File: src/rtl/mem_arbiter.sv
// Arbiter sharing one single-port memory between the instruction-fetch port and
// the data-memory port; DM has priority, a grant streak counter protects fetch.
module mem_arbiter #(
    parameter int ADDR_WIDTH         = 16,
    parameter int DATA_WIDTH         = 16,
    parameter int FETCH_STARVE_LIMIT = 4
) (
    input  logic                  CLK,
    input  logic                  RST,
    input  logic                  IF_REQ,
    input  logic [ADDR_WIDTH-1:0] IF_ADDR,
    output logic                  IF_ACK,
    output logic [DATA_WIDTH-1:0] IF_RDATA,
    input  logic                  DM_REQ,
    input  logic                  DM_WE,
    input  logic [ADDR_WIDTH-1:0] DM_ADDR,
    input  logic [DATA_WIDTH-1:0] DM_WDATA,
    output logic                  DM_ACK,
    output logic [DATA_WIDTH-1:0] DM_RDATA,
    output logic [ADDR_WIDTH-1:0] MEM_ADDR,
    output logic [DATA_WIDTH-1:0] MEM_DATA,
    output logic                  MEM_WRITE,
    input  logic [DATA_WIDTH-1:0] MEMOUT
);

    typedef enum logic [2:0] {
        S_IDLE,
        S_GRANT_IF,
        S_GRANT_DM,
        S_RESP_IF,
        S_RESP_DM
    } state_t;

    localparam logic [3:0] LP_LIMIT = 4'(FETCH_STARVE_LIMIT);

    state_t                r_state;
    state_t                w_next;
    logic [3:0]            r_streak;
    logic [ADDR_WIDTH-1:0] r_addr;
    logic [DATA_WIDTH-1:0] r_wdata;
    logic                  r_we;
    logic [DATA_WIDTH-1:0] r_if_rdata;
    logic [DATA_WIDTH-1:0] r_dm_rdata;
    logic                  w_pick_dm;
    logic                  w_pick_if;
    logic                  w_starved;

    function automatic logic [3:0] sat_inc(input logic [3:0] v);
        return (v == 4'hF) ? v : v + 4'd1;
    endfunction

    assign w_starved = (r_streak >= LP_LIMIT);

    always_ff @(posedge CLK or posedge RST) begin
        if (RST) begin
            r_state <= S_IDLE;
        end else begin
            r_state <= w_next;
        end
    end

    // Next state and outputs; a reset forces IDLE, which clears ACKs and MEM_WRITE at once.
    always_comb begin
        w_next    = r_state;
        w_pick_dm = 1'b0;
        w_pick_if = 1'b0;
        IF_ACK    = 1'b0;
        DM_ACK    = 1'b0;
        MEM_WRITE = 1'b0;
        IF_RDATA  = r_if_rdata;
        DM_RDATA  = r_dm_rdata;
        case (r_state)
            S_IDLE: begin
                if (DM_REQ && !(IF_REQ && w_starved)) begin
                    w_pick_dm = 1'b1;
                    w_next    = S_GRANT_DM;
                end else if (IF_REQ) begin
                    w_pick_if = 1'b1;
                    w_next    = S_GRANT_IF;
                end
            end
            S_GRANT_IF: begin
                w_next = S_RESP_IF;
            end
            S_GRANT_DM: begin
                MEM_WRITE = r_we;
                w_next    = S_RESP_DM;
            end
            S_RESP_IF: begin
                IF_ACK   = 1'b1;
                IF_RDATA = MEMOUT;
                w_next   = S_IDLE;
            end
            S_RESP_DM: begin
                DM_ACK   = 1'b1;
                DM_RDATA = MEMOUT;
                w_next   = S_IDLE;
            end
            default: begin
                w_next = S_IDLE;
            end
        endcase
    end

    // Request latch and streak counter, updated only on the winning IDLE edge.
    always_ff @(posedge CLK or posedge RST) begin
        if (RST) begin
            r_streak <= 4'd0;
            r_addr   <= '0;
            r_wdata  <= '0;
            r_we     <= 1'b0;
        end else if (w_pick_dm) begin
            r_streak <= IF_REQ ? sat_inc(r_streak) : 4'd0;
            r_addr   <= DM_ADDR;
            r_wdata  <= DM_WDATA;
            r_we     <= DM_WE;
        end else if (w_pick_if) begin
            r_streak <= 4'd0;
            r_addr   <= IF_ADDR;
            r_we     <= 1'b0;
        end
    end

    always_ff @(posedge CLK or posedge RST) begin
        if (RST) begin
            r_if_rdata <= '0;
            r_dm_rdata <= '0;
        end else begin
            if (r_state == S_RESP_IF) begin
                r_if_rdata <= MEMOUT;
            end
            if (r_state == S_RESP_DM) begin
                r_dm_rdata <= MEMOUT;
            end
        end
    end

    assign MEM_ADDR = r_addr;
    assign MEM_DATA = r_wdata;

endmodule

File: config.mk
export PLATFORM = sky130hd
export DESIGN_NAME = mem_arbiter
export DESIGN_NICKNAME = d
export VERILOG_FILES = /design/src/rtl/mem_arbiter.sv
export SDC_FILE = /design/constraint.sdc
export NUM_CORES = 1
export LEC_CHECK = 0
export CAP_MARGIN = 10
export CELL_PAD_IN_SITES_DETAIL_PLACEMENT = 0
export CELL_PAD_IN_SITES_GLOBAL_PLACEMENT = 2
export CORE_MARGIN = 3
export CORE_UTILIZATION = 26
export CTS_CLUSTER_DIAMETER = 100
export DETAILED_ROUTE_END_ITERATION = 8
export PLACE_DENSITY_LB_ADDON = 0.3
export SETUP_SLACK_MARGIN = 0.3
export SYNTH_ARGS = -nofsm -noshare
export SYNTH_HDL_FRONTEND = slang
export SYNTH_SLANG_ARGS = --single-unit
File: constraint.sdc
create_clock -name CLK -period 3 [get_ports CLK]
set_clock_uncertainty 0.2 [all_clocks]
set_input_delay 0.6 -clock CLK [delete_from_list [all_inputs] [get_ports CLK]]
set_output_delay 0.6 -clock CLK [all_outputs]
set_load 0.02 [all_outputs]
# --- Word-level counts from Yosys, hierarchy flattened ---
# Index checks and enable logic that the tools add are counted.
totals:
  reg_bits: 72
  in_bits: 69
  output_inout_bits: 67
  word_cells: 43
op_classes:
  add_sub_neg: 1
  order_cmp: 1
  eq_ne: 7
  mux: 21
  reduce_logical: 6
op_table:
  columns: ["cell", "count"]
  rows:
  - ["$mux W16", 4]
  - ["$mux W4", 4]
  - ["$mux W1", 10]
  - ["$pmux W3 S3", 1]
  - ["$eq A3 B2 Y1 const B", 2]
  - ["$mux W3", 2]
  - ["$ne A3 B3 Y1 const B", 2]
  - ["$add A4 B1 Y4 const B", 1]
  - ["$eq A4 B4 Y1 const B", 1]
  - ["$ge A4 B3 Y1 const B", 1]
  - ["$eq A3 B1 Y1 const B", 1]
  - ["$eq A3 B3 Y1 const B", 1]
  - ["$logic_not A3 Y1", 1]
  - ["$logic_and A1 B1 Y1", 2]
  - ["$reduce_and A2 Y1", 1]
  - ["$reduce_bool A2 Y1", 1]
  - ["$logic_not A1 Y1", 1]

# --- Depth between registers and ports, before layout ---
# Gate-level depths: netlist of run 1.
depth:
  ltp_word: 8
  ltp_mapped: 6
  mapped_depth_nobuf: 3

# --- Worst setup path before layout of run 1 ---
# Ideal clock, no wire load.
synth_timing:
  path_kind: "register to output"
  startpoint: "register r_state[0]"
  endpoint: "output port DM_RDATA[9]"
  arrival_ns: 1.521
  t_required_ns: 2.200
  slack_ns: 0.679
  path_stages_with_launch: 5
  n_path_buf: 2
  path_cell_list: "dfrtp_1 buf_2 nor3b_4 buf_4 mux2_1"
synth_between:
  elab_chain_cells: 2
synth_lines:
  columns: ["item", "line_no", "rtl"]
  rows:
  - ["start, declared", "36", "state_t r_state;"]
  - ["start signal, assigned", "58", "r_state <= w_next;"]
  - ["$eq A3 B3 Y1", "72", "case (r_state)"]
  - ["$mux W16", "72", null]
  - ["end, declared", "19", "output logic [DATA_WIDTH-1:0] DM_RDATA,"]
# Every way passes these cells.

# --- Worst setup path in the final report of run 1 ---
layout_timing:
  startpoint: "register r_state[0]"
  endpoint: "output port IF_RDATA[4]"
layout_between:
  elab_chain_cells: 2
layout_lines:
  columns: ["item", "line_no", "rtl"]
  rows:
  - ["$eq A3 B2 Y1", "72", null]
  - ["$mux W16", "72", null]
  - ["end, declared", "13", "output logic [DATA_WIDTH-1:0] IF_RDATA,"]
# Every way passes these cells.

==> flow_summary.ini, run 1 <==
[synth]
synth-simple-area-share = 0.0399
synth-seq-cells = 72
synth_cells = 232
yosys_warnings = 0
synth_top_cell_area_share = 0.574
synth.area.top_cells = dfrtp_1, mux2_2, a21oi_1
syn-num-nets = 302
synthXorXnorAreaFrac = 0
synth_top_area_cell = dfrtp_1
synthMuxAreaShare = 0.184
synth_adder_area_share = 0.00399
ys.flop_type = dfrtp_1
synth_edf_count = 0
synth_top_family_by_area = multiplexers
synth_cell_types = 32
syn_area_per_cell_um2 = 13.5
synth_compound_area_frac = 0.157
ys_seq_area_frac = 0.574
async_flop_share = 1.00
syn_area_mm2 = 0.00314

[sta]
finalHoldViolCount = 0
tightest_slew_ns = 1.20
layout_setup_ws_ns = 0.432
clock.fmax_ghz = 0.389
totalNegativeSetupSlack_ns = 0
max_slew_margin = 0.203
fin_crit_sh = 0.856
fin_crit_ns = 2.57
drv_slew = 0
rsz0062_at_grt = false
setup_viol = 0

[critical_path]
cpMaxStageDelayCell = dfrtp_2
crit_arrival_ns = 1.77
max_stage_delay_ns = 0.43
end_kind = primary output
rr_startpoint = r_state[2]$_DFFE_PP0P_
r2r_end = MEM_ADDR[4]$_DFFE_PP0P_
rr_worst_depth = 4
crit_type = reg2out
ff2ff_setup_slack_ns = 0.65
crit_family = buffers and inverters
path_buf_inv = 2
worst-path-max-fanout = 17
crit_chain = nand3b_1, buf_12, mux2_2, dlygate4sd2_1
start_kind = flip-flop
required_ns = 2.20

[route]
vias = 2499
dr.pass1.iters = 4
drc_errors = 0
wl_um = 9110
viasPerCell = 4.77
drt_iter0_drc = 84
wire_per_inst_um = 17.4
antenna_left = 0

[placed_design]
place_ws_ns = 0.324
dp_hpwl_um = 6240
port_buffers = 135
gp_congestion = 0.691

[clocking]
cts_buffers = 9
cts_sinks = 72
clk_pin_slew_ns = 0.06
cts_tree = done
root_buffer = clkbuf_16
hold_buffers = 0
insertion_delay_ns = 0.32
ctsHtreeMaxLevel = 3
clock_path_buffers = 2

[layout]
multiInputGateArea_mm2 = 0.00121
final_net_count = 446
antenna_cells = 0
syn_to_final_growth_pct = 57.8
seq_area_mm2 = 0.00181
fillCellCount = 1131
layout-drive-gt1-share = 0.276

[outcome]
status = complete, no violations

[global_routing]
grt_pass1_wl_um = 14300
antenna_found_initial = 0
gr-total-overflow = 0
grt_pass1_vias = 2664
grt_use_total = 0.139
grt_max_degree = 45

[min_path]
whs_endpoint = r_dm_rdata[9]$_DFF_PP0_
holdPathStages = 1
hold_class = reg2reg
hold_start = r_dm_rdata[9]$_DFF_PP0_

[die]
die_area_mm2 = 0.0134
core-area_mm2 = 0.0116
dieHeight_um = 116
die_w_um = 116
num_rows = 39
initial_core_util = 0.270
num_io_pins = 136

[power]
ir_worst_vdd_mv = 0.428
cellPowerDensity_mw_per_mm2 = 1140
p_leak_nw = 2.10

[job]
max_cap_viol_count = 0
placed cells by master, fill, tap and decap left out, drive strengths merged:
cell type and instances:
nor3 3, or2 1, nand3 1, nand2 1
clkinv 3, a32o 2, nor2 2, mux2 48
inv 2, dlymetal6s2s 1, ha 1, buf 31
nand3b 1, a22o 2, a21oi 34, bufinv 1
or3 1, dlygate4sd2 17, clkdlybuf4s50 101, o21ai 1
o21a 2, clkbuf 16, nor2b 1, a311oi 16
nor3b 2, dfrtp 72, and2 2, o31ai 16
sequential cells by signal (all words and copies together) (netlist names):
name and count:
r_dm_rdata 16, MEM_DATA 16, r_streak 4, r_if_rdata 16
r_we 1, MEM_ADDR 16, r_state 3
where the power goes:
part	switching (mW)	internal, mW
clock network	0.386	0.687
registers	0.198	1.45
logic	1.54	1.39
synthesized netlist by cell type (2+ instances only):
cell type	n
dfrtp_1	72
mux2_2	37
a21oi_1	34
a311oi_1	16
o31ai_1	16
mux2_4	10
buf_2	8
clkbuf_1	5
buf_6	4
a22o_1	2
a32o_1	2
and2_1	2
buf_1	2
inv_1	2
nor2_1	2
o21a_1	2
worst max-delay path by stage:
stage	startpoint	end	slack (ns)	cells after the start
final	r_state[0]$_DFFE_PP0P_	IF_RDATA[4]	0.43	4
after global routing	r_state[0]$_DFFE_PP0P_	IF_RDATA[4]	0.35	4
after CTS	r_state[0]$_DFFE_PP0P_	DM_RDATA[7]	0.26	5
after detailed placement	MEMOUT[9]	DM_RDATA[9]	0.32	3
after global placement	MEMOUT[9]	DM_RDATA[9]	0.33	3
after floorplan	RST	MEM_ADDR[0]$_DFFE_PP0P_	0.38	1
area by class of cell:
cell class                 count  area share
timing repair buffer         153       0.293
sequential                    72       0.365
clock buffer                  13      0.0526
tap                          143      0.0361
clock inverter                 3     0.00808
inverter                       3     0.00227
multi-input combinational    137       0.244
cell families (layout without fill, tap and decap cells):
kind of cell / count (synthesis) / count (layout)
AO/OA/AOI/OAI: 73 / 73
flip-flops: 72 / 72
multiplexers: 48 / 48
buffers and inverters: 23 / 172
AND/OR/NAND/NOR: 15 / 15
adder cells (fa/ha/maj): 1 / 1
per-layer routing:
metal,up-vias,part of all wire,track usage
li1,1174,-,-
met1,1238,0.43,0.179
met2,76,0.50,0.229
met3,11,0.047,0.0303
met4,0,0.017,0.0534
met5,-,0,0
metrics by stage:
stage / hold slack [ns] / std cells / util / area, um^2 / power [mW]
after floorplan: 0.258 / 232 / - / 3140 / 3.45
after CTS: 0.293 / 524 / 0.431 / 5000 / 5.81
after global routing: 0.300 / 524 / 0.426 / 4950 / 6.03
after global placement: 0.272 / 501 / 0.402 / 4670 / 4.75
after detailed placement: 0.282 / 501 / 0.402 / 4670 / 4.79
final: 0.287 / 524 / 0.426 / 4950 / 5.66
what timing repair did:
item                                    in CTS  in global routing
pin swaps                                    1                  0
gates resized for setup                     71                 13
gates cloned                                 1                  0
buffers inserted                             6                  0
endpoints found under the setup margin      35                 11
Note: power is estimated with default switching activity, not from simulation.
==> run 2, diff against run 1 <==
Settings changed: GPL_TIMING_DRIVEN set to 0.
==> flow_summary.ini, run 2 (synthesis gave the netlist of run 1 again) <==
[sta]
totalNegativeSetupSlack_ns = 0
drv_slew = 0
fin_crit_ns = 2.66
finalHoldViolCount = 0
fin_crit_sh = 0.888
max_slew_margin = 0.613
timing.hold.ws_ns = 0.289
rsz0062_at_grt = true
setup_viol = 0
clock.fmax_ghz = 0.376
tightest_slew_ns = 0.581

[layout]
antenna_cells = 0
layout-drive-gt1-share = 0.296
fillCellCount = 1125
final_common_cell = clkdlybuf4s50_1
layoutNonFillerInstCount = 532
layout_common_cells = clkdlybuf4s50_1, dfrtp_1, a21oi_1, mux2_4, mux2_2
final_net_count = 454
syn_to_final_growth_pct = 62.1
final_area_mm2 = 0.00509

[route]
viasPerCell = 4.68
drt_iter0_drc = 80
dr.pass1.iters = 4
antenna_left = 0
wl_um = 9220
vias = 2490
drc_errors = 0
wire_per_inst_um = 17.3

[placed_design]
place_area_mm2 = 0.00469
dp_hpwl_um = 6450
gp_congestion = 0.711
port_buffers = 134
placed_cells = 510

[critical_path]
end_kind = primary output
required_ns = 2.20
start_kind = flip-flop
cp-startpoint = r_state[0]$_DFFE_PP0P_
worst-path-max-fanout = 10
crit_arrival_ns = 1.86
crit_type = reg2out
rr_startpoint = r_state[1]$_DFFE_PP0P_

[clocking]
hold_buffers = 0
cts_buffers = 9
clk_pin_slew_ns = 0.06
clock_path_buffers = 2
root_buffer = clkbuf_16
cts_tree = done
insertion_delay_ns = 0.33
cts_sinks = 72
ctsHtreeMaxLevel = 3

[die]
dieHeight_um = 116
num_io_pins = 136
core-area_mm2 = 0.0116
die_w_um = 116
die_area_mm2 = 0.0134
num_rows = 39
initial_core_util = 0.270

[outcome]
status = complete, no violations

[global_routing]
grt_use_total = 0.137
grt_pass1_wl_um = 14400
antenna_found_initial = 0
grt_max_degree = 45
grt_pass1_vias = 2648
gr-total-overflow = 0

[power]
p_leak_nw = 2.18
ir_worst_vdd_mv = 0.432
cellPowerDensity_mw_per_mm2 = 1180

[job]
max_cap_viol_count = 0

[min_path]
hold_class = reg2reg
hold_start = r_if_rdata[7]$_DFF_PP0_
## run 2: cell type report
type                    count  area (um^2)  area share
inverters                   3         13.8     0.00271
plain buffers              20          135      0.0266
multi-input cells         137         1270       0.250
clock inverters             6         90.1      0.0177
clock buffers              10          229      0.0450
repair buffers            141         1370       0.268
well taps                 143          179      0.0352
flip-flops and latches     72         1800       0.354
## run 2: path summary, 6_finish.rpt
kind | to | slack [ns] | cells after the start
worst max-delay path | IF_RDATA[8] | 0.34 | 5
worst min-delay path | r_if_rdata[7]$_DFF_PP0_ | 0.29 | 1
worst max register to register | MEM_ADDR[9]$_DFFE_PP0P_ | 0.99 | 5
worst min register to register | r_if_rdata[7]$_DFF_PP0_ | 0.29 | 1
max in group asynchronous | r_if_rdata[1]$_DFF_PP0_ | 1.61 | 3
min in group asynchronous | r_streak[1]$_DFFE_PP0P_ | 0.43 | 2
## run 2: metrics by stage
step,worst slack (ns),total power [mW],util
after floorplan,0.375,3.45,-
after global placement,-1.05,4.81,0.401
after detailed placement,-0.00844,4.86,0.404
after CTS,0.247,5.94,0.431
after global routing,0.217,6.39,0.438
final,0.337,6.03,0.438
## run 2: report_power, final
part           switching, mW  internal (mW)  leakage [nW]
Clock                  0.417          0.733         0.153
Sequential             0.204           1.45         0.842
Combinational           1.61           1.61          1.19
## run 2: what timing repair did
item | 4_1_cts | 5_1_grt
buffers inserted | 2 | 3
cloned | 1 | 0
pin swaps | 1 | 1
hold endpoints to repair | 0 | 0
setup endpoints to repair | 35 | 33
resized for setup | 113 | 35
## run 2: metal layers
layer | track usage | routed length, um | vias to the layer above | share of wire
met3 | 0.0386 | 484 | 4 | 0.052
met5 | 0 | 0 | - | 0
met2 | 0.222 | 4530 | 74 | 0.49
met1 | 0.182 | 4130 | 1235 | 0.45
met4 | 0.0340 | 78 | 0 | 0.0085
li1 | - | - | 1177 | -
## run 2: critical path, cell delays in order (launching register included)
cell           delay [ns]
dfrtp_1              0.37
buf_6                0.14
nand3b_1             0.16
buf_6                0.18
mux2_2               0.35
dlygate4sd2_1        0.33
